### config.mk
export PLATFORM = sky130hd
export DESIGN_NAME = seg_scan_ctrl
export DESIGN_NICKNAME = d
export VERILOG_FILES = /design/src/rtl/seg_scan_ctrl.sv
export SDC_FILE = /design/constraint.sdc
export NUM_CORES = 1
export LEC_CHECK = 0
export BUFFER_PORTS_ARGS = -buffer_cell sky130_fd_sc_hd__buf_2
export CAP_MARGIN = 20
export CORE_ASPECT_RATIO = 1.75
export CORE_MARGIN = 2
export CORE_UTILIZATION = 67
export CTS_BUF_LIST = sky130_fd_sc_hd__clkbuf_8
export CTS_CLUSTER_DIAMETER = 100
export DETAILED_ROUTE_END_ITERATION = 12
export PLACE_DENSITY = 0.88
export SLEW_MARGIN = 20
export SYNTH_ARGS = -nofsm -noshare
export SYNTH_HDL_FRONTEND = slang
export SYNTH_SLANG_ARGS = --single-unit
### constraint.sdc
create_clock -name clk -period 5.35 [get_ports clk]
set_input_delay 0.535 -clock clk [delete_from_list [all_inputs] [get_ports clk]]
set_output_delay 0.535 -clock clk [all_outputs]
set_load 0.02 [all_outputs]
### src/rtl/seg_scan_ctrl.sv
// seg_scan_ctrl: binary-to-BCD converter feeding a multiplexed 7-segment digit scanner
module seg_scan_ctrl #(
  parameter int NUM_DIGITS = 4,
  parameter int DATA_W     = 16,
  parameter int SCAN_DIV   = 50000
) (
  input  logic                  clk,
  input  logic                  rst_n,
  input  logic                  value_valid,
  input  logic [DATA_W-1:0]     value_data,
  output logic                  value_ready,
  input  logic                  blank_lz,
  input  logic [NUM_DIGITS-1:0] dp_mask,
  output logic [3:0]            digit_num,
  output logic [NUM_DIGITS-1:0] digit_sel,
  output logic                  digit_dp,
  output logic                  overflow
);
  localparam int BCD_RAW = DATA_W * 3 / 10 + 1;
  localparam int BCD_N   = BCD_RAW > NUM_DIGITS ? BCD_RAW : NUM_DIGITS;
  localparam int BW      = 4 * BCD_N;
  localparam int DW      = 4 * NUM_DIGITS;
  localparam int IW      = $clog2(NUM_DIGITS);
  localparam int CW      = $clog2(SCAN_DIV);
  localparam int TW      = $clog2(DATA_W + 1);
  localparam logic [63:0] LIMIT = 64'(10 ** NUM_DIGITS) - 64'd1;

  typedef enum logic {IDLE, CONV} state_t;

  state_t                r_state, w_state_nxt;
  logic [DATA_W-1:0]     r_bin;
  logic [BW-1:0]         r_bcd, w_adj, w_bcd_nxt;
  logic [TW-1:0]         r_it;
  logic                  r_ovf_pend, r_ovf;
  logic [DW-1:0]         r_disp, w_disp_new, w_disp_nxt;
  logic [CW-1:0]         r_cnt;
  logic [IW-1:0]         r_idx, w_idx_nxt;
  logic [NUM_DIGITS-1:0] r_sel;
  logic [3:0]            r_num;
  logic                  r_dp;
  logic [NUM_DIGITS:0]   w_lz;
  logic                  w_last, w_xfer, w_load, w_adv, w_blank;

  for (genvar i = 0; i < BCD_N; i++) begin : g_adj
    assign w_adj[4*i +: 4] = r_bcd[4*i +: 4] >= 4'd5 ? r_bcd[4*i +: 4] + 4'd3 : r_bcd[4*i +: 4];
  end

  assign w_bcd_nxt  = {w_adj[BW-2:0], r_bin[DATA_W-1]};
  assign w_last     = r_it == TW'(DATA_W - 1);
  assign w_xfer     = value_valid && value_ready;
  assign w_disp_new = r_ovf_pend ? {NUM_DIGITS{4'd9}} : w_bcd_nxt[DW-1:0];
  assign w_disp_nxt = w_load ? w_disp_new : r_disp;
  assign w_adv      = r_cnt == CW'(SCAN_DIV - 1);
  assign w_idx_nxt  = w_adv ? (r_idx == IW'(NUM_DIGITS - 1) ? '0 : r_idx + 1'b1) : r_idx;

  // a digit is a leading zero when it and every higher digit are zero
  assign w_lz[NUM_DIGITS] = 1'b1;
  for (genvar i = 0; i < NUM_DIGITS; i++) begin : g_lz
    assign w_lz[i] = (w_disp_nxt[4*i +: 4] == 4'd0) && w_lz[i+1];
  end

  assign w_blank = blank_lz && (w_idx_nxt != '0) && w_lz[w_idx_nxt];

  // conversion state register
  always_ff @(posedge clk) begin
    if (!rst_n) r_state <= IDLE;
    else        r_state <= w_state_nxt;
  end

  // leave IDLE on a transfer, return after the last shift
  always_comb begin
    w_state_nxt = r_state == IDLE ? (value_valid ? CONV : IDLE) : (w_last ? IDLE : CONV);
  end

  // handshake and display-load strobes decoded from state
  always_comb begin
    value_ready = r_state == IDLE;
    w_load      = r_state == CONV && w_last;
  end

  // double-dabble datapath; display and overflow only change on the final shift
  always_ff @(posedge clk) begin
    if (!rst_n) begin
      r_bin      <= '0;
      r_bcd      <= '0;
      r_it       <= '0;
      r_ovf_pend <= 1'b0;
      r_disp     <= '0;
      r_ovf      <= 1'b0;
    end else if (w_xfer) begin
      r_bin      <= value_data;
      r_bcd      <= '0;
      r_it       <= '0;
      r_ovf_pend <= 64'(value_data) > LIMIT;
    end else if (r_state == CONV) begin
      r_bin <= r_bin << 1;
      r_bcd <= w_bcd_nxt;
      r_it  <= r_it + 1'b1;
      if (w_load) begin
        r_disp <= w_disp_new;
        r_ovf  <= r_ovf_pend;
      end
    end
  end

  // digit scan: outputs refresh on slot advance or when the shown value reloads
  always_ff @(posedge clk) begin
    if (!rst_n) begin
      r_cnt <= '0;
      r_idx <= '0;
      r_sel <= NUM_DIGITS'(1);
      r_num <= 4'd0;
      r_dp  <= 1'b0;
    end else begin
      r_cnt <= w_adv ? '0 : r_cnt + 1'b1;
      r_idx <= w_idx_nxt;
      if (w_adv || w_load) begin
        r_sel <= w_blank ? '0 : NUM_DIGITS'(1) << w_idx_nxt;
        r_num <= w_blank ? 4'hF : w_disp_nxt[{w_idx_nxt, 2'b00} +: 4];
        r_dp  <= !w_blank && dp_mask[w_idx_nxt];
      end
    end
  end

  assign digit_sel = r_sel;
  assign digit_num = r_num;
  assign digit_dp  = r_dp;
  assign overflow  = r_ovf;
endmodule

==> summary.md, run 1 <==
| Metric | Value |
|---|---|
| Number of global-route vias before repair | `3,461` |
| Worst r2r src | `r_it[0]` |
| Max IR drop VDD | `0.223 mV` |
| Via Count | `3,523` |
| Die Span Y | `108 microns` |
| Crit end category | `register` |
| Pwr per Cell Area | `262 nW/um^2` |
| Fin crit period | `2.94 ns` |
| Top-level I/O count | `35` |
| Synth Area in XOR/XNOR | `4.04%` |
| Slew @ Worst Pin | `1.02 ns` |
| Synthesis-stage register bit count | `83` |
| Clock skew | `0.00523 ns` |
| Int Power | `890 uW` |
| Worst setup startpoint | `r_it[0]` |
| Post-synthesis mux area share | `8.02%` |
| Initial drt markers | `251` |
| Final Util | `75.5%` |
| CP Data Required Time | `5.55 ns` |
| Largest stage delay, worst path | `0.39 ns` |
| Routability cong. | `0.938` |
| Final worst setup slack | `2.41 ns` |
| Async set-reset flop share out of synthesis | `0%` |
| Post-CTS setup repair buffer count | `0` |
| Number of synthesized flops with an enable pin | `0` |
| Clk sinks | `83` |
| Worst slack at placement | `2.45 ns` |
| Antenna violation net count after detailed routing | `0` |
| Synthesis Warnings | `0` |
| Arr. time, crit path | `3.14 ns` |
| Switching power | `283 uW` |
| Congestion Overflow GR | `0` |
| R2R setup slack | `2.41 ns` |
| Clock power frac | `37.6%` |
| Clock Path Buffers | `2` |
| Comb pwr share | `7.6%` |
| Cts bufs inserted | `9` |
| Outcome | `complete, no violations` |
| Fill count | `455` |
| Initial Util | `69.5%` |
| Slew headroom | `31.8%` |
| DPL Wire Length | `6.53 mm` |
| Area delta synth->final | `8.66%` |
| H-Tree Level Count | `3` |
| Synth Area in Simple Gates | `22.6%` |
| Mapped Nets | `516` |
| Worst min path class | `reg -> reg` |
| Main combinational cell family by area after synthesis | `simple AND/OR/NAND/NOR gates` |
| Port Buffers | `34` |
| Post-synthesis cell area | `4120 sq um` |
| Most used DFF post-synth | `dfxtp_1` |
| Sw Share | `24.1%` |
| Startpoint types | `register` |
| Vias per cell | `6.04` |
| Initial antenna violation count | `0` |
| Final hold violations | `0` |
| CP Class | `reg -> reg` |
| Resize count post-CTS | `0` |
| Area of the multi-input gates | `2280 sq um` |
| Worst-skew pair later-pin latency | `0.35 ns` |
| HP Start | `digit_sel[3]` |
| CTS tree | `done` |
| Share of post-route cells with drive strength above 1 | `13.5%` |
| Cell count after synthesis | `480` |
| Hold buffers post-CTS | `0` |
| Ant. Diodes | `0` |
| Post-synthesis sequential area ratio | `40.4%` |
| Synth area leaders | `dfxtp_1 (40%), nor2_1 (7.6%), mux2i_1 (6.6%), a21oi_1 (5.0%), nand2_1 (3.7%)` |
| Worst-path clk slew | `0.08 ns` |
| Routed Wire Length | `9.04 mm` |
| Global-route wire length before repair | `14.9 mm` |
| Final setup fails | `0` |
| Yosys top cell area share | `40.4%` |
| Largest area contributor in the netlist | `dfxtp_1` |
| Die width | `63.3 microns` |
| Tcrit/Tclk final | `55.0%` |
| CP cell instances | `ha_1 -> and3_1 -> ha_1 -> nand2_1 -> nor2_1 -> a32o_2 -> o41ai_2 -> nand4_2 -> o2111ai_1 -> a21oi_1` |
| Routed length per placed instance | `15.5 microns` |
| Nets | `536` |
| Most frequent cells in the layout | `nor2_1 (83), dfxtp_1 (82), nand2_1 (41), a21oi_1 (41), buf_2 (34)` |
| Max Cap Violations | `0` |
| CTS Root Cell | `clkbuf_8` |
| Storage cell area | `1660 sq um` |
| Crit-path slowest cell | `nand2_1` |
| Share of power burned in registers | `54.8%` |
| Critical Path Most Common Cell | `ha_1` |
| Leakage power | `0.00183 uW` |
| Yosys cell types | `59` |
| Largest net degree at the start of global routing | `63` |
| GRT Resource Usage Total | `27.7%` |
| RSZ-0062 raised after global routing | `no` |
| Router iterations before antenna repair | `5` |
| Row Count | `37` |
| Pins Over Slew Limit | `0` |
| Adder-cell area share of the yosys netlist | `3.65%` |
| Fin Setup TNS | `0 ns` |
| Post-Syn Area per Cell | `8.58 sq um` |
| F_max | `340 MHz` |
| Die area | `6810 sq um` |
| Drt drc | `0` |
| Compound-cell area share of the yosys netlist | `17.2%` |
| Most common cell after layout, fill and taps aside | `nor2_1` |
| Max FO, Critical Path | `14` |
| Core area | `5930 sq um` |
[worst max-delay path: cells and delay by family, from the launching register on]
kind	cells	cell delay (ns)
simple gates	4	1.08
compound gates	4	0.93
fa+ha+maj	2	0.45
flops	1	0.34
[registers in the layout, summed over array words and instances, names as in the netlist]
signal / flops
r_it: 5
r_disp: 16
overflow: 1
digit_num: 4
r_idx: 2
r_bin: 16
r_ovf_pend: 1
digit_dp: 1
r_bcd: 16
r_cnt: 16
digit_sel: 4
r_state: 1
[cell type report]
| type | count | area share (%) |
|---|---|---|
| multi-input cells | 357 | 51.1 |
| flip-flops and latches | 83 | 37.2 |
| repair buffers | 36 | 4.14 |
| clock buffers | 10 | 3.08 |
| well taps | 78 | 2.18 |
| clock inverters | 6 | 1.26 |
| inverters | 13 | 1.09 |
[power groups by stage]
| stage | Combinational (uW) | Sequential (uW) | Clock [uW] |
|---|---|---|---|
| CTS | 89.8 | 643 | 446 |
| finish | 89.6 | 643 | 441 |
| detailed placement | 89.2 | 657 | 0 |
| global route | 100 | 645 | 468 |
| global placement | 85.2 | 656 | 0 |
| floorplan | 67.4 | 652 | 0 |
[Yosys cell counts, types with 4 or more instances]
library cell  number
nand3_1           11
nor3_1             7
a211oi_1          12
and3_1             7
xor2_1            10
nand2b_1           4
a21oi_1           41
nor2_1            83
clkbuf_1          20
a211o_1            6
nand4_1            4
ha_1              12
buf_2              4
xnor2_1            9
and2_1            12
o21ai_0           15
a31oi_1            6
mux2i_1           27
dfxtp_1           83
nand2_1           41
nor3b_1            4
inv_1             13
[worst paths after layout]
kind / to / cells after the start
min reg2reg: digit_sel[3] / 2
max reg2reg: digit_dp / 10
min: digit_sel[3] / 2
max: digit_dp / 10
[kinds of logic after synthesis]
family          Yosys count
fa+ha+maj                12
buf+inv                  40
flops                    83
compound gates          106
xor+xnor                 19
simple gates            190
mux                      30
[per-stage QoR]
stage / instance area [sq um] / cells / hold slack [ns] / total power [uW]
2_1_floorplan: 4120 / 480 / 0.438 / 719
3_3_place_gp: 4280 / 567 / 0.440 / 741
3_5_place_dp: 4280 / 567 / 0.450 / 746
4_1_cts: 4470 / 583 / 0.462 / 1180
5_1_grt: 4470 / 583 / 0.483 / 1210
6_report: 4470 / 583 / 0.462 / 1170
[per-layer routing]
| layer | GRT usage [%] | share of wire (%) | vias to the layer above |
|---|---|---|---|
| met3 | 4.08 | 4.3 | 31 |
| li1 | - | - | 1723 |
| met4 | 16.1 | 3.4 | 0 |
| met5 | 0 | 0 | - |
| met1 | 27.9 | 38 | 1663 |
| met2 | 52.7 | 54 | 106 |
Power figures use the tool's default switching activity.
==> run 2, diff against run 1 <==
--- a/config.mk
+++ b/config.mk
@@ -9,11 +9,11 @@
 export CAP_MARGIN = 20
 export CORE_ASPECT_RATIO = 1.75
 export CORE_MARGIN = 2
-export CORE_UTILIZATION = 67
+export CORE_UTILIZATION = 62
 export CTS_BUF_LIST = sky130_fd_sc_hd__clkbuf_8
 export CTS_CLUSTER_DIAMETER = 100
 export DETAILED_ROUTE_END_ITERATION = 12
-export PLACE_DENSITY = 0.88
+export PLACE_DENSITY = 0.82
 export SLEW_MARGIN = 20
 export SYNTH_ARGS = -nofsm -noshare
 export SYNTH_HDL_FRONTEND = slang
==> constraint.sdc (replaced) <==
create_clock -name clk -period 3 [get_ports clk]
set_input_delay 0.3 -clock clk [delete_from_list [all_inputs] [get_ports clk]]
set_output_delay 0.3 -clock clk [all_outputs]
set_load 0.02 [all_outputs]
==> run 2 against run 1 <==
Net effect: critical path depth grew 1; via count shrank 0.82%; sequential cell count is the same; combinational power grew 70%; first-iteration DRC count shrank 3.2%; hold slack lost 0.24 ns; core utilization shrank 5.7 points; critical path type unchanged; highest routed layer unchanged; final cell count grew 1.2%; wire length is essentially flat; die area grew 7.7%; setup slack lost 2.0 ns.
==> summary.md, run 2 (same netlist as run 1, synthesis figures left out) <==
| Metric | Value |
|---|---|
| Min Hold Slack | `0.217 ns (was 0.462 ns)` |
| Tcrit/Tclk final | `87.0% (was 55.0%)` |
| Hold Path Stages | `3 (was 2)` |
| Worst-skew pair later-pin latency | `0.37 ns (was 0.35 ns)` |
| FF-to-FF End | `digit_dp (unchanged)` |
| Max FO, Critical Path | `9 (was 14)` |
| Pins Over Slew Limit | `0 (unchanged)` |
| Initial drt markers | `243 (was 251)` |
| Die width | `65.6 microns (was 63.3 microns)` |
| RSZ-0062 raised after global routing | `no (unchanged)` |
| Max IR drop VDD | `0.463 mV (was 0.223 mV)` |
| Nets | `540 (was 536)` |
| Ant. Diodes | `0 (unchanged)` |
| Reg2Reg Depth | `11 (was 10)` |
| Congestion Overflow GR | `0 (unchanged)` |
| Vias per cell | `5.92 (was 6.04)` |
| Clock Path Buffers | `2 (unchanged)` |
| Global-route wire length before repair | `15.3 mm (was 14.9 mm)` |
| Crit end category | `register (unchanged)` |
| HP Start | `value_data[13] (was digit_sel[3])` |
| Clk sinks | `83 (unchanged)` |
| Hold Path Sink | `r_ovf_pend (was digit_sel[3])` |
| Outcome | `complete, no violations (unchanged)` |
| Area delta synth->final | `9.97% (was 8.66%)` |
| Area of the multi-input gates | `2280 sq um (unchanged)` |
| DPL Wire Length | `6.63 mm (was 6.53 mm)` |
| Final hold violations | `0 (unchanged)` |
| Routed length per placed instance | `15.3 microns (was 15.5 microns)` |
| Router iterations before antenna repair | `4 (was 5)` |
| Die area | `7330 sq um (was 6810 sq um)` |
| Fin crit period | `2.61 ns (was 2.94 ns)` |
| F_max | `383 MHz (was 340 MHz)` |
| Via Count | `3,494 (was 3,523)` |
| Routability cong. | `0.864 (was 0.938)` |
| Core area | `6490 sq um (was 5930 sq um)` |
| Pwr per Cell Area | `478 nW/um^2 (was 262 nW/um^2)` |
| Share of post-route cells with drive strength above 1 | `14.0% (was 13.5%)` |
| Most frequent cells in the layout | `nor2_1 (83), dfxtp_1 (82), nand2_1 (41), a21oi_1 (41), buf_2 (34) (unchanged)` |
| Antenna violation net count after detailed routing | `0 (unchanged)` |
| Cts bufs inserted | `9 (unchanged)` |
| Row Count | `39 (was 37)` |
| Fin Setup TNS | `0 ns (unchanged)` |
| Max Cap Violations | `0 (unchanged)` |
| Largest net degree at the start of global routing | `39 (was 63)` |
| GRT Resource Usage Total | `26.8% (was 27.7%)` |
| Routed Wire Length | `9.05 mm (was 9.04 mm)` |
| Resize count post-CTS | `0 (unchanged)` |
| Startpoint types | `register (unchanged)` |
| Worst r2r src | `r_it[0] (unchanged)` |
| Worst min path class | `in -> reg (was reg -> reg)` |
| Initial antenna violation count | `0 (unchanged)` |
| Drt drc | `0 (unchanged)` |
| Worst-path clk slew | `0.08 ns (about the same)` |
| Storage cell area | `1660 sq um (unchanged)` |
| CTS tree | `done (unchanged)` |
| Final Util | `69.8% (was 75.5%)` |
| CTS Root Cell | `clkbuf_8 (unchanged)` |
| Port Buffers | `34 (unchanged)` |
| Leakage power | `0.00186 uW (was 0.00183 uW)` |
| Final setup fails | `0 (unchanged)` |
| Most common cell after layout, fill and taps aside | `nor2_1 (unchanged)` |
| Die Span Y | `112 microns (was 108 microns)` |
| Fill count | `523 (was 455)` |
| Number of global-route vias before repair | `3,376 (was 3,461)` |
| H-Tree Level Count | `3 (unchanged)` |
| Post-CTS setup repair buffer count | `0 (unchanged)` |
| Initial Util | `63.4% (was 69.5%)` |
| Slew headroom | `61.1% (was 31.8%)` |
| Top-level I/O count | `35 (unchanged)` |
| CP Data Required Time | `3.25 ns (was 5.55 ns)` |
| Slew @ Worst Pin | `0.583 ns (was 1.02 ns)` |
| CP Class | `reg -> reg (unchanged)` |
| R2R setup slack | `0.39 ns (was 2.41 ns)` |
| Hold buffers post-CTS | `0 (unchanged)` |
| Arr. time, crit path | `2.86 ns (was 3.14 ns)` |
| Power Total | `2160 uW (was 1170 uW)` |
| Clock skew | `0.00737 ns (was 0.00523 ns)` |
-- run 2: worst max path at each step --
| stage | start | to | slack, ns | cells past startpoint |
|---|---|---|---|---|
| floorplan | r_it[0] | digit_dp | 0.71 | 10 |
| global placement | r_it[0] | digit_dp | 0.53 | 11 |
| detailed placement | r_it[0] | digit_dp | 0.44 | 11 |
| CTS | r_it[0] | digit_dp | 0.41 | 11 |
| global route | r_it[0] | digit_dp | 0.23 | 11 |
| finish | r_it[0] | digit_dp | 0.39 | 11 |
-- run 2: metal layers --
| metal | wire length (microns) | global-route usage (%) | vias up |
|---|---|---|---|
| met5 | 0 | 0 | - |
| met3 | 372 | 3.33 | 31 |
| met1 | 3400 | 28.8 | 1649 |
| met2 | 4920 | 47.7 | 89 |
| met4 | 348 | 17.1 | 0 |
| li1 | - | - | 1725 |
-- run 2: layout make-up --
type                    count  area share (%)
multi-input cells         357            50.5
clock inverters             2           0.746
repair buffers             40            4.75
inverters                  13            1.08
flip-flops and latches     83            36.7
well taps                  82            2.27
clock buffers              13            3.95
-- run 2: per-stage QoR --
step           worst slack, ns  instances  cell area [sq um]
2_1_floorplan            0.705        480               4120
6_report                 0.389        590               4530
4_1_cts                  0.406        590               4530
3_3_place_gp             0.531        575               4310
3_5_place_dp             0.440        575               4310
5_1_grt                  0.226        590               4530
-- run 2: report_power, final --
part / internal (uW) / switching [uW] / leakage [uW]
clock: 468 / 388 / 0.000113
combinational: 63.5 / 88.6 / 0.00107
sequential: 1120 / 28.6 / 0.000673
-- run 2: critical path, stage by stage, from the launching register on --
cell,delay [ns]
dfxtp_1,0.34
ha_1,0.21
and3_1,0.18
ha_1,0.23
and2_1,0.28
buf_4,0.21
o32ai_2,0.16
nand2_1,0.10
a221oi_2,0.27
nand4_2,0.27
o2111ai_1,0.15
a21oi_1,0.08
